[src/rtl/fpu_addsub_param.sv]
// Multi-cycle add/subtract for the custom {sign, exp, man} float format, truncating rounding,
// with valid/ready handshakes on both sides and ZERO/OVERFLOW/UNDERFLOW/INEXACT status.
module fpu_addsub_param #(
    parameter int unsigned EXP_W = 6,
    parameter int unsigned MAN_W = 25,
    localparam int unsigned W = 1 + EXP_W + MAN_W
) (
    input  logic         clk,
    input  logic         reset,
    input  logic         in_valid,
    output logic         in_ready,
    input  logic [W-1:0] a,
    input  logic [W-1:0] b,
    input  logic [1:0]   op,
    output logic         out_valid,
    input  logic         out_ready,
    output logic [W-1:0] data_out,
    output logic [3:0]   status_out
);

    // Significand layout: {carry, hidden, man[MAN_W-1:0], guard, sticky}
    localparam int unsigned SW    = MAN_W + 4;
    localparam int unsigned MAXSH = MAN_W + 3;

    typedef enum logic [2:0] {StIdle, StAlign, StAdd, StNorm, StRound, StDone} state_e;

    state_e         state_q;
    logic           in_ready_q, out_valid_q;
    logic [W-1:0]   data_q;
    logic [3:0]     status_q;
    logic [W-1:0]   a_q, b_q;
    logic           rsvd_q, sign_q, sign_s_q, zero_q, uflow_q;
    logic [EXP_W:0] exp_q;
    logic [SW-1:0]  sig_l_q, sig_s_q, sum_q;

    logic [EXP_W-1:0] ea, eb, e_l, e_s, d;
    logic [MAN_W-1:0] ma, mb;
    logic             za, zb, swap, lost;
    logic [SW-1:0]    sig_a, sig_b, sig_s_pre, sig_s_al;
    int unsigned      sh;

    always_comb begin
        ea        = a_q[W-2 -: EXP_W];
        eb        = b_q[W-2 -: EXP_W];
        ma        = a_q[MAN_W-1:0];
        mb        = b_q[MAN_W-1:0];
        za        = (ea == '0);
        zb        = (eb == '0);
        // Flushed zeros always lose the magnitude compare.
        swap      = !zb && (za || ({eb, mb} > {ea, ma}));
        sig_a     = za ? '0 : {2'b01, ma, 2'b00};
        sig_b     = zb ? '0 : {2'b01, mb, 2'b00};
        e_l       = swap ? eb : ea;
        e_s       = swap ? ea : eb;
        d         = e_l - e_s;
        sh        = (32'(d) > MAXSH) ? MAXSH : 32'(d);
        sig_s_pre = swap ? sig_a : sig_b;
        lost      = |(sig_s_pre & ~({SW{1'b1}} << sh));
        sig_s_al  = (sig_s_pre >> sh) | {{(SW-1){1'b0}}, lost};
    end

    always_ff @(posedge clk) begin
        if (reset) begin
            state_q     <= StIdle;
            in_ready_q  <= 1'b1;
            out_valid_q <= 1'b0;
            data_q      <= '0;
            status_q    <= '0;
            a_q         <= '0;
            b_q         <= '0;
            rsvd_q      <= 1'b0;
            sign_q      <= 1'b0;
            sign_s_q    <= 1'b0;
            zero_q      <= 1'b0;
            uflow_q     <= 1'b0;
            exp_q       <= '0;
            sig_l_q     <= '0;
            sig_s_q     <= '0;
            sum_q       <= '0;
        end else begin
            unique case (state_q)
                StIdle: begin
                    if (in_valid) begin
                        a_q        <= a;
                        b_q        <= {b[W-1] ^ (op == 2'b01), b[W-2:0]};
                        rsvd_q     <= op[1];
                        zero_q     <= 1'b0;
                        uflow_q    <= 1'b0;
                        in_ready_q <= 1'b0;
                        state_q    <= StAlign;
                    end
                end
                StAlign: begin
                    sign_q   <= swap ? b_q[W-1] : a_q[W-1];
                    sign_s_q <= swap ? a_q[W-1] : b_q[W-1];
                    exp_q    <= {1'b0, e_l};
                    sig_l_q  <= swap ? sig_b : sig_a;
                    sig_s_q  <= sig_s_al;
                    state_q  <= StAdd;
                end
                StAdd: begin
                    sum_q   <= (sign_q == sign_s_q) ? sig_l_q + sig_s_q : sig_l_q - sig_s_q;
                    state_q <= StNorm;
                end
                StNorm: begin
                    if (rsvd_q) begin
                        state_q <= StRound;
                    end else if (sum_q == '0) begin
                        zero_q  <= 1'b1;
                        state_q <= StRound;
                    end else if (sum_q[SW-1]) begin
                        sum_q   <= {1'b0, sum_q[SW-1:2], sum_q[1] | sum_q[0]};
                        exp_q   <= exp_q + 1'b1;
                        state_q <= StRound;
                    end else if (sum_q[SW-2]) begin
                        state_q <= StRound;
                    end else if (exp_q[EXP_W:1] == '0) begin
                        // A further left shift would take the exponent below 1.
                        uflow_q <= 1'b1;
                        state_q <= StRound;
                    end else begin
                        sum_q <= sum_q << 1;
                        exp_q <= exp_q - 1'b1;
                    end
                end
                StRound: begin
                    out_valid_q <= 1'b1;
                    state_q     <= StDone;
                    if (rsvd_q) begin
                        data_q   <= a_q;
                        status_q <= {3'b000, a_q[W-2 -: EXP_W] == '0};
                    end else if (uflow_q) begin
                        data_q   <= '0;
                        status_q <= 4'b1101;
                    end else if (zero_q) begin
                        data_q   <= '0;
                        status_q <= 4'b0001;
                    end else if (exp_q[EXP_W]) begin
                        data_q   <= {sign_q, {(W-1){1'b1}}};
                        status_q <= 4'b1010;
                    end else begin
                        data_q   <= {sign_q, exp_q[EXP_W-1:0], sum_q[MAN_W+1:2]};
                        status_q <= {sum_q[1] | sum_q[0], 3'b000};
                    end
                end
                StDone: begin
                    if (out_ready) begin
                        out_valid_q <= 1'b0;
                        in_ready_q  <= 1'b1;
                        state_q     <= StIdle;
                    end
                end
                default: state_q <= StIdle;
            endcase
        end
    end

    assign in_ready   = in_ready_q;
    assign out_valid  = out_valid_q;
    assign data_out   = data_q;
    assign status_out = status_q;

endmodule
[config.mk]
export PLATFORM = sky130hd
export DESIGN_NAME = fpu_addsub_param
export DESIGN_NICKNAME = d
export VERILOG_FILES = /design/src/rtl/fpu_addsub_param.sv
export SDC_FILE = /design/constraint.sdc
export NUM_CORES = 1
export LEC_CHECK = 0
export ABC_AREA = 1
export ABC_CLOCK_PERIOD_IN_PS = 4480
export CAP_MARGIN = 20
export CORE_ASPECT_RATIO = 1.25
export CORE_UTILIZATION = 59
export DETAILED_ROUTE_END_ITERATION = 10
export PLACE_DENSITY = 0.81
export SLEW_MARGIN = 30
export SYNTH_ARGS = -nofsm -noshare
export SYNTH_HDL_FRONTEND = slang
export SYNTH_SLANG_ARGS = --single-unit
[constraint.sdc]
create_clock -name clk -period 4.48 [get_ports clk]
set_input_delay 1.12 -clock clk [delete_from_list [all_inputs] [get_ports clk]]
set_output_delay 1.12 -clock clk [all_outputs]
set_load 0.01 [all_outputs]
==> summary.md <==
| Metric | Value |
|---|---|
| Outcome | complete, no violations |
| Clock Path Buffers | 2 |
| H-Tree Depth | 4 |
| Die area | 0.02286 mm^2 |
| Gr usage total | 42.77% |
| CTS tree | yes |
| Worst-path fanout max | 3 |
| Period minus WS final | 4.231 ns |
| Post-synthesis cell count | 2007 |
| CTS sink cnt | 200 |
| Clock slew at reported path FFs | 0.09 ns |
| Dominant cells by area after synthesis | dfxtp_1 30%, nand2_1 12%, a21oi_1 9.1%, nand3_1 7.0%, o21ai_0 6.8% |
| R2r worst-path depth | 23 |
| Worst setup SP type | register |
| WP depth | 23 |
| Final setup violation count | 0 |
| Number of flops mapped to enable cells by yosys | 0 |
| Avg Cell Area, Syn | 6.543 um^2 |
| ANT cells | 0 |
| Worst-Skew Late Latency | 0.46 ns |
| CTS Buf Count | 17 |
| Mapped cell area | 0.01313 mm^2 |
| GRT overflow | 0 |
| TNS Setup | 0 ns |
| P&R area growth vs syn | 16.45% |
| TritonRoute pass-1 iters | 8 |
| Cell Chain, Critical Path | nor3_1 > nor3b_2 > nand2_1 > nor3_2 > nand2_1 > nor3_2 > nand2_1 > nor3_2 > nand2_1 > nor3_1 > nand2_1 > nor3_2 > nor2_1 > xor2_1 > ha_1 > a21oi_1 > o21bai_1 > a21oi_1 > a21boi_0 > nor2_1 > nor2_1 > nand2_1 > a21oi_1 |
| Die height | 168.8 um |
| FFs w/ async S/R, synth | 0% |
| Root buf cell | clkbuf_16 |
| F_max | 236.3 MHz |
| Die X | 135.4 um |
| Crit-path leading delay family | simple AND/OR/NAND/NOR gates |
| Setup crit end kind | register |
| Initial antenna violation count | 0 |
| I/O Pins | 108 |
| Final wirelength | 48.59 mm |
| Req. time, crit path | 4.86 ns |
| Crit path kind | register to register |
| Routed len/inst | 20.45 um |
| Multiplexer share of the synthesized area | 0% |
| Synth top area share | 30.49% |
| Clk_skew | 0.02095 ns |
| Least-Margin Pin Slew | 0.9921 ns |
| # nets final | 2220 |
| Final hold violations | 0 |
| Post-synth top cells | 434 x nand2_1, 240 x a21oi_1, 200 x dfxtp_1 |
| Buf+Inv Stages, Crit Path | 0 |
| First-pass GRT wire length | 74.48 mm |
| Pins over their slew limit | 0 |
| GPL Wtd Cong | 1.061 |
| Synth Area in XOR/XNOR | 2.268% |
| DR vias | 14940 |
| Fin crit share | 94.45% |
| Worst Hold Depth | 2 |
| Synth Register Bits | 200 |
| Combinational family with the most area after synthesis | simple AND/OR/NAND/NOR gates |
| Port Buffers | 107 |
| Top-count cell post-synth | nand2_1 |
| FP Rows | 60 |
| Most used DFF post-synth | dfxtp_1 |
| CP max stage delay | 0.37 ns |
| Crit-path most repeated cell | nand2_1 |
| Number of max-cap violations | 0 |
| Via density per instance | 6.286 |
| Synth Area in Simple Gates | 27.59% |
| Initial Utilization | 60.53% |
| Seq/Total Area, Yosys | 30.49% |
| Vias in the first global route | 13680 |
| Yosys warnings | 0 |
| Core ar. | 0.02170 mm^2 |
| DRC errors left | 0 |
| Compound-gate portion of the synthesized area | 23.58% |
| Synth area leader | dfxtp_1 |
| Largest net degree at the start of global routing | 104 |
| Max stage delay cell, worst path | dfxtp_1 |
| Critical Path AT | 4.61 ns |
| Unique cell type count in the Yosys netlist | 47 |
| DP Wirelength | 36.88 mm |
| Share of cells above drive strength 1 | 8.107% |
| Net Count, Synth | 2143 |
| Post-route ant nets | 0 |
| Iteration-0 DRC count of the detailed router | 1697 |
| Setup repair bufs after CTS | 0 |
| Cts hold-fix bufs | 0 |
| Adder-Cell Fraction of Synth Area | 6.402% |
| Slew Limit Headroom | 33.45% |
| Type of the most critical hold path | register to register |
| RSZ-0062 raised after global routing | yes |
-- cells by family (layout without fill, tap and decap cells) --
family          Yosys count  in the layout
xor+xnor                 34             34
flops                   200            200
buf+inv                 315            405
compound gates          565            565
simple gates            827            827
fa+ha+maj                66             66
-- through the flow --
step	instance area, um^2	hold slack (ns)	cells	setup slack, ns	util (%)
after floorplan	13130	0.4410	2007	0.4795	-
after global placement	14540	0.4489	2343	0.06218	67.04
after detailed placement	14540	0.4649	2343	0.007901	67.04
after CTS	15140	0.4751	2375	0.06417	69.79
after global routing	15290	0.4855	2376	-0.02263	70.49
final	15290	0.4729	2376	0.2485	70.49
-- layout by cell type, fill, tap and decap left out, drive strengths merged, types with 13 or more instances in the layout --
cell,count
nand2,450
a21oi,240
inv,209
dfxtp,200
o21ai,191
nand3,185
nor2,112
clkdlybuf4s50,106
ha,64
buf,62
o22ai,47
a31oi,35
nand4,22
xor2,19
or2,18
nor3,18
clkbuf,17
a211oi,16
xnor2,15
a221oi,13
-- worst paths after layout --
check                                   start             to  slack [ns]
worst max-delay path               sig_s_q[1]      sum_q[28]        0.25
worst min-delay path            status_out[2]  status_out[2]        0.47
worst max register to register     sig_s_q[1]      sum_q[28]        0.25
worst min register to register  status_out[2]  status_out[2]        0.47
-- layer usage --
layer  up-vias  track usage, %  routed length [um]
met1      6865           50.57               18300
met4         0           29.12                3871
met3       226           5.271                3763
met5         -               0                   0
met2       865           71.91               22660
li1       6979               -                   -
-- state kept, by name, indices dropped and copies added (netlist names) --
name	count
status_out	4
sig_l_q	26
exp_q	7
data_out	32
out_valid	1
b_q	32
state_q	3
sign_q	1
rsvd_q	1
sig_s_q	28
in_ready	1
zero_q	1
sum_q	29
uflow_q	1
a_q	32
sign_s_q	1
-- final cells by class --
type | instances | area (um^2)
Multi-Input combinational cell | 1492 | 8008
Fill cell | 1848 | 6402
Sequential cell | 200 | 4004
Timing Repair Buffer | 168 | 1556
Inverter | 204 | 774.5
Clock buffer | 17 | 425.4
Tap cell | 279 | 349.1
Clock inverter | 15 | 171.4
Timing Repair inverter | 1 | 5.005
-- what timing repair did --
item / in CTS / in global routing
gates cloned: 0 / 1
gates resized for setup: 1 / 34
endpoints found under the setup margin: 1 / 29
-- worst reg2reg max path: cells and delay by family (launching register included) --
kind            cells  cell delay, ns
compound gates      5            0.76
xor+xnor            1            0.29
fa+ha+maj           1            0.32
flops               1            0.37
simple gates       16            2.41
Power is not shown: default switching activity piles up to over one toggle a cycle in this logic, so the estimate is an artifact.
